`config.mk`:
```
export PLATFORM = sky130hd
export DESIGN_NAME = nu_cpu_port_flat
export DESIGN_NICKNAME = d
export VERILOG_FILES = /design/src/rtl/nu_pkg.sv /design/src/rtl/nu_cpu_port_if.sv /design/src/rtl/nu_port_slice.sv /design/src/rtl/nu_cpu_port.sv /design/src/flat_wrapper.sv
export SDC_FILE = /design/constraint.sdc
export NUM_CORES = 1
export LEC_CHECK = 0
export CAP_MARGIN = 20
export CORE_UTILIZATION = 55
export CTS_CLUSTER_SIZE = 8
export DETAILED_ROUTE_END_ITERATION = 8
export PLACE_DENSITY = 0.86
export SLEW_MARGIN = 20
export SYNTH_ARGS = -nofsm -noshare
export SYNTH_HDL_FRONTEND = slang
export SYNTH_SLANG_ARGS = --single-unit
```
`constraint.sdc`:
```
create_clock -name clock -period 5.5 [get_ports clock]
set_input_delay 1.1 -clock clock [delete_from_list [all_inputs] [get_ports clock]]
set_output_delay 1.1 -clock clock [all_outputs]
set_load 0.05 [all_outputs]
```
`src/rtl/nu_pkg.sv`:
```
// Shared constants for the CPU I/O port block: register offsets and parameter defaults.
// Imported by the port slice and the top-level decoder.
package nu_pkg;

  // Register offset within a port pair (address bit 0 of the port-relative offset).
  localparam logic REG_DDR  = 1'b0;
  localparam logic REG_DATA = 1'b1;

  localparam int              FADE_W              = 24;
  localparam logic [FADE_W-1:0] DEFAULT_FADE_CYCLES = 24'd350000;
  localparam logic [7:0]      DEFAULT_PIN_MASK    = 8'h3F;

endpackage

```
`src/rtl/nu_cpu_port_if.sv`:
```
// CPU-side bus of the I/O port block: ownership, direction, address and data.
// The CPU (master) drives the request; the port block (slave) returns read data.
interface nu_cpu_port_if;
  logic        aec;
  logic        r_w;
  logic [15:0] address;
  logic [7:0]  data_in;
  logic [7:0]  data_out;
  logic        data_oe;

  modport master (
    output aec, r_w, address, data_in,
    input  data_out, data_oe
  );

  modport slave (
    input  aec, r_w, address, data_in,
    output data_out, data_oe
  );
endinterface

```
`src/rtl/nu_port_slice.sv`:
```
// One DDR/DATA port: registers, pin synchroniser, floating-bit fade latch and
// input-change flag. All state moves on the falling edge of phi2.
module nu_port_slice
  import nu_pkg::*;
#(
  parameter int                 PORT_WIDTH  = 8,
  parameter logic [PORT_WIDTH-1:0] PIN_MASK = DEFAULT_PIN_MASK[PORT_WIDTH-1:0],
  parameter logic [FADE_W-1:0]  FADE_CYCLES = DEFAULT_FADE_CYCLES
) (
  input  logic                  clock,
  input  logic                  _reset,
  input  logic                  wr_ddr,
  input  logic                  wr_data,
  input  logic                  data_rd,
  input  logic [PORT_WIDTH-1:0] wr_val,
  input  logic [PORT_WIDTH-1:0] pin,
  output logic [PORT_WIDTH-1:0] ddr,
  output logic [PORT_WIDTH-1:0] data_view,
  output logic [PORT_WIDTH-1:0] pio_out,
  output logic [PORT_WIDTH-1:0] pio_oe,
  output logic                  change
);

  logic [PORT_WIDTH-1:0] data_q;
  logic [PORT_WIDTH-1:0] fade_q;
  logic [PORT_WIDTH-1:0] sync1;
  logic [PORT_WIDTH-1:0] sync2;
  logic [FADE_W-1:0]     cnt_q;

  logic [PORT_WIDTH-1:0] ddr_n;
  logic [PORT_WIDTH-1:0] data_n;
  logic [PORT_WIDTH-1:0] fade_n;
  logic [FADE_W-1:0]     cnt_n;
  logic                  chg_set;

  // NOTE: every variable assigned in always_comb gets a value on every path
  // (defaults first), otherwise synthesis infers a latch.
  always_comb begin
    ddr_n  = wr_ddr  ? wr_val : ddr;
    data_n = wr_data ? wr_val : data_q;

    if (wr_ddr || wr_data)      cnt_n = FADE_CYCLES;
    else if (cnt_q != '0)       cnt_n = cnt_q - 24'd1;
    else                        cnt_n = '0;

    // Output bits follow DATA; floating bits hold until the counter runs out.
    // A write reloads the counter, so it always beats a coincident expiry.
    fade_n = (ddr_n & data_n) |
             (~ddr_n & ((cnt_n == '0) ? '0 : fade_q));

    // sync1 != sync2 means the synchronised value changes on this edge.
    chg_set = |((sync1 ^ sync2) & PIN_MASK & ~ddr);
  end

  // NOTE: sequential state uses non-blocking assignments so every flop
  // samples pre-edge values regardless of statement order.
  always_ff @(negedge clock or negedge _reset) begin
    if (!_reset) begin
      ddr    <= '0;
      data_q <= '0;
      fade_q <= '0;
      cnt_q  <= '0;
      sync1  <= '0;
      sync2  <= '0;
      change <= 1'b0;
    end else begin
      ddr    <= ddr_n;
      data_q <= data_n;
      fade_q <= fade_n;
      cnt_q  <= cnt_n;
      sync1  <= pin;
      sync2  <= sync1;
      change <= chg_set | (change & ~data_rd);
    end
  end

  assign pio_oe    = ddr & PIN_MASK;
  assign pio_out   = data_q & ddr & PIN_MASK;
  assign data_view = (ddr & data_q) |
                     (~ddr & ((PIN_MASK & sync2) | (~PIN_MASK & fade_q)));

endmodule

```
`src/rtl/nu_cpu_port.sv`:
```
// 6510-style CPU I/O port block: NUM_PORTS DDR/DATA pairs at consecutive
// addresses, with address decode, write strobes and the read multiplexer.
module nu_cpu_port
  import nu_pkg::*;
#(
  parameter int                               NUM_PORTS   = 1,
  parameter int                               PORT_WIDTH  = 8,
  parameter logic [15:0]                      BASE_ADDR   = 16'h0000,
  parameter logic [NUM_PORTS*PORT_WIDTH-1:0]  PIN_MASK    =
    {NUM_PORTS{DEFAULT_PIN_MASK[PORT_WIDTH-1:0]}},
  parameter logic [FADE_W-1:0]                FADE_CYCLES = DEFAULT_FADE_CYCLES
) (
  input  logic                            clock,
  input  logic                            _reset,
  nu_cpu_port_if.slave                    bus,
  input  logic [NUM_PORTS*PORT_WIDTH-1:0] pio_in,
  output logic [NUM_PORTS*PORT_WIDTH-1:0] pio_out,
  output logic [NUM_PORTS*PORT_WIDTH-1:0] pio_oe,
  output logic                            irq
);

  logic [15:0]           offset;
  logic                  sel;
  logic                  wr_en;
  logic                  rd_en;
  logic [7:0]            rd_mux;
  logic [NUM_PORTS-1:0]  chg_v;
  logic [PORT_WIDTH-1:0] ddr_v  [NUM_PORTS];
  logic [PORT_WIDTH-1:0] view_v [NUM_PORTS];

  // Addresses below BASE_ADDR wrap to large offsets and fall out of range.
  assign offset = bus.address - BASE_ADDR;
  assign sel    = bus.aec && (offset < 16'(2 * NUM_PORTS));
  assign wr_en  = sel && !bus.r_w;
  assign rd_en  = sel && bus.r_w;

  for (genvar k = 0; k < NUM_PORTS; k++) begin : g_port
    logic hit;
    assign hit = (offset[15:1] == 15'(k));

    nu_port_slice #(
      .PORT_WIDTH  (PORT_WIDTH),
      .PIN_MASK    (PIN_MASK[k*PORT_WIDTH +: PORT_WIDTH]),
      .FADE_CYCLES (FADE_CYCLES)
    ) u_slice (
      .clock     (clock),
      ._reset    (_reset),
      .wr_ddr    (wr_en && hit && (offset[0] == REG_DDR)),
      .wr_data   (wr_en && hit && (offset[0] == REG_DATA)),
      .data_rd   (rd_en && hit && (offset[0] == REG_DATA)),
      .wr_val    (bus.data_in[PORT_WIDTH-1:0]),
      .pin       (pio_in[k*PORT_WIDTH +: PORT_WIDTH]),
      .ddr       (ddr_v[k]),
      .data_view (view_v[k]),
      .pio_out   (pio_out[k*PORT_WIDTH +: PORT_WIDTH]),
      .pio_oe    (pio_oe[k*PORT_WIDTH +: PORT_WIDTH]),
      .change    (chg_v[k])
    );
  end

  always_comb begin
    rd_mux = 8'h00;
    for (int k = 0; k < NUM_PORTS; k++) begin
      if (offset[15:1] == 15'(k))
        rd_mux = (offset[0] == REG_DATA) ? 8'(view_v[k]) : 8'(ddr_v[k]);
    end
  end

  // Drive the CPU bus only in the phi2-high half of an owned read cycle.
  assign bus.data_oe  = clock & rd_en;
  assign bus.data_out = bus.data_oe ? rd_mux : 8'h00;
  assign irq          = |chg_v;

endmodule

```
`src/flat_wrapper.sv`:
```
// flat-port wrapper written by rule: the top's interface ports become plain ports
module nu_cpu_port_flat import nu_pkg::*;
#(
  parameter int                               NUM_PORTS   = 1,
  parameter int                               PORT_WIDTH  = 8,
  parameter logic [15:0]                      BASE_ADDR   = 16'h0000,
  parameter logic [NUM_PORTS*PORT_WIDTH-1:0]  PIN_MASK    =
    {NUM_PORTS{DEFAULT_PIN_MASK[PORT_WIDTH-1:0]}},
  parameter logic [FADE_W-1:0]                FADE_CYCLES = DEFAULT_FADE_CYCLES
)
  (clock, _reset, pio_in, pio_out, pio_oe, irq, bus_aec, bus_r_w, bus_address, bus_data_in, bus_data_out, bus_data_oe);
  nu_cpu_port_if bus_i ();
  input  logic clock;
  input  logic _reset;
  input  logic [NUM_PORTS*PORT_WIDTH-1:0] pio_in;
  output logic [NUM_PORTS*PORT_WIDTH-1:0] pio_out;
  output logic [NUM_PORTS*PORT_WIDTH-1:0] pio_oe;
  output logic irq;
  input wire logic [$bits(bus_i.aec)-1:0] bus_aec;
  input wire logic [$bits(bus_i.r_w)-1:0] bus_r_w;
  input wire logic [$bits(bus_i.address)-1:0] bus_address;
  input wire logic [$bits(bus_i.data_in)-1:0] bus_data_in;
  output wire logic [$bits(bus_i.data_out)-1:0] bus_data_out;
  output wire logic [$bits(bus_i.data_oe)-1:0] bus_data_oe;
  assign bus_i.aec = bus_aec;
  assign bus_i.r_w = bus_r_w;
  assign bus_i.address = bus_address;
  assign bus_i.data_in = bus_data_in;
  assign bus_data_out = bus_i.data_out;
  assign bus_data_oe = bus_i.data_oe;
  nu_cpu_port #(.NUM_PORTS(NUM_PORTS), .PORT_WIDTH(PORT_WIDTH), .BASE_ADDR(BASE_ADDR), .PIN_MASK(PIN_MASK), .FADE_CYCLES(FADE_CYCLES)) u_core (.clock(clock), ._reset(_reset), .bus(bus_i), .pio_in(pio_in), .pio_out(pio_out), .pio_oe(pio_oe), .irq(irq));
endmodule
```
==> out/metrics.yaml <==
synth_ff_type: "dfrtn_1"
antenna_found_initial: 0
fin_worst_skew_ps: 7.087
cts.reportedPaths.clkPinSlew_ps: 60
synth_edf_count: 0
min_path_cells: 0
die-area_sq_um: 5547
crit_path_max_fanout: 3
cts_tree: "built"
nFillCells: 339
ant_nets: 0
drc_errors: 0
outcome: "completed"
reg2reg_to: "u_core.g_port[0].u_slice.cnt_q[23]$_DFF_NN0_"
report.final.slew_viol_count: 0
nets: 390
netlist_instances: 281
peakVddDrop_v: 0.0001727
setup.worst_path.end_class: "output port"
core_area_sq_um: 5075
async_flop_share_pct: 100.0
io_pins: 62
critPathRequiredTime_ps: 4400
place_hpwl_mm: 4.847
seq_area_frac_synth_pct: 47.64
grt_start_max_net_pins: 56
finalHoldViolCount: 0
place_congestion: 0.8829
wl_per_cell_um: 18.26
critPathArrivalTime_ps: 4330
initial_utilization_pct: 56.93
drive_gt1_share_pct: 22.73
num_vias: 2536
worst-slew-pin-transition_ps: 912.8
grt_use_met2_pct: 47.65
synth_area_sq_um: 2889
multi_input_comb_area_sq_um: 1416
hold_buffers: 0
cap_violations: 0
rsz0062_at_grt: "yes"
powerDensity_nw_per_um2: 251.4
slowest_stage: "dfrtn_1"
grt_pass1_wl_mm: 11.65
drt_iter0_drc: 191
r2r_cells: 7
placedCellCount: 402
wl_mm: 7.704
rrSetupSlack_ps: 2710
insertion_delay_ps: 430
finalNonFillerCells: 422
synth_area_per_cell_sq_um: 10.28
dpl-instance-area_sq_um: 3526
r2r_start: "u_core.g_port[0].u_slice.cnt_q[18]$_DFF_NN0_"
cpPeakStageDelay_ps: 450
seqCellArea_sq_um: 1376
grt_usage_pct: 29.58
worstPathCellList: "o21ai_0, a21oi_1, clkdlybuf4s15_2"
synth_seq_cells: 55
dr.pass1.iters: 5
fin_util_pct: 75.00
die_h_um: 74.48
pre_cts_ws_ps: -365.4
n_antenna_cell: 0
grt_busiest_layer: "met2"
fin_tns_setup_ps: 0
worstSetupPathType: "reg2out"
total_power_mw: 0.9568
gr-total-overflow: 0
grt_pass1_vias: 2530
layout_common_cells: "dfrtn_1, clkdlybuf4s50_1, nor2_1"
critPathLaunchType: "register"
setup_violations: 0
grtUsageMet3_pct: 12.06
die_w_um: 74.48
yosysWarnings: 0
slew_headroom_pct: 38.64
whs_endpoint: "u_core.g_port[0].u_slice.sync2[5]$_DFF_NN0_"
whs_ps: 337.6
final_common_cell: "dfrtn_1"
hold_class: "reg2reg"
placementRows: 26
via_per_inst: 6.009
grt_util_met1_pct: 32.74
leakage_nw: 1.609
portBuffers: 55
worstHoldStart: "u_core.g_port[0].u_slice.sync1[5]$_DFF_NN0_"
area_growth_pct: 31.75
ys_types: 51
fin_ws_ps: 65.67
final_cell_area_sq_um: 3806
-- metal layers --
metal	vias up	wire length, um
met5	-	0
met4	0	150
met3	20	684
met2	140	3824
met1	1231	3044
li1	1145	-
-- what timing repair did --
action / CTS / global route
endpoints found under the setup margin: 16 / 10
cloned: 0 / 0
pin swaps: 0 / 2
gates resized for setup: 35 / 13
buffers inserted: 0 / 1
-- synthesized netlist by cell type (2+ instances only) --
cell type	number	share of area (%)
a21oi_1	14	2.4
xor2_1	7	2.1
nor4b_1	3	0.91
nand2_1	12	1.6
or4_4	3	1.2
o22ai_1	3	0.65
nor3_1	6	1.0
nand4_1	3	0.65
nor4_2	2	0.87
mux2i_1	2	0.69
inv_1	8	1.0
o31ai_1	2	0.52
o2111ai_1	2	0.61
nand4b_1	3	0.91
nor4_1	9	1.9
buf_4	10	2.6
buf_2	2	0.35
ha_1	2	0.87
and3_1	3	0.65
and2_1	6	1.3
xnor2_1	16	4.9
or3_1	3	0.65
nor2_1	23	3.0
a211oi_1	2	0.52
clkbuf_1	8	1.0
dfrtn_1	55	48
nand3_1	4	0.69
o2bb2ai_1	2	0.61
o21ai_0	19	3.3
nand3b_1	9	2.3
mux2_2	14	5.5
or4_1	5	1.3
-- area by class of cell --
cell class	instances	area share (%)
Clock buffer	26	7.922
Clock inverter	3	1.085
Inverter	7	0.6903
Multi-Input combinational cell	200	37.21
Sequential cell	55	36.16
Tap cell	70	2.301
Timing Repair Buffer	61	14.63
-- cell families after synthesis --
group	count (synthesis)	synth area share (%)
AO/OA/AOI/OAI	53	11.56
other	1	0.1298
XOR/XNOR	23	6.973
multiplexers	16	6.150
flip-flops	55	47.64
buffers and inverters	29	5.154
AND/OR/NAND/NOR	102	21.52
adder cells (fa/ha/maj)	2	0.8660
-- worst max-delay path by stage --
stage	startpoint	end	slack, ps
final	u_core.g_port[0].u_slice.ddr[7]$_DFF_NN0_	bus_data_out[7]	70
after detailed placement	bus_address[12]	u_core.g_port[0].u_slice.fade_q[6]$_DFF_NN0_	-370
after CTS	register	bus_data_out[0]	5
after floorplan	bus_address[12]	u_core.g_port[0].u_slice.fade_q[6]$_DFF_NN0_	60
after global placement	bus_address[3]	u_core.g_port[0].u_slice.fade_q[6]$_DFF_NN0_	-270
after global routing	bus_address[1]	u_core.g_port[0].u_slice.fade_q[6]$_DFF_NN0_	-70
-- power by group --
| group | total (mW) | switching (mW) | internal [mW] |
|---|---|---|---|
| registers | 0.479 | 0.0451 | 0.434 |
| clock network | 0.384 | 0.158 | 0.226 |
| logic | 0.0935 | 0.0424 | 0.0512 |
-- critical path: cells and delay by family (launching register included) --
family / cells / cell delay (ps)
AOI/OAI and AO/OA: 2 / 290
buffers and inverters: 1 / 430
DFF: 1 / 450
(Power assumes the default switching activity.)
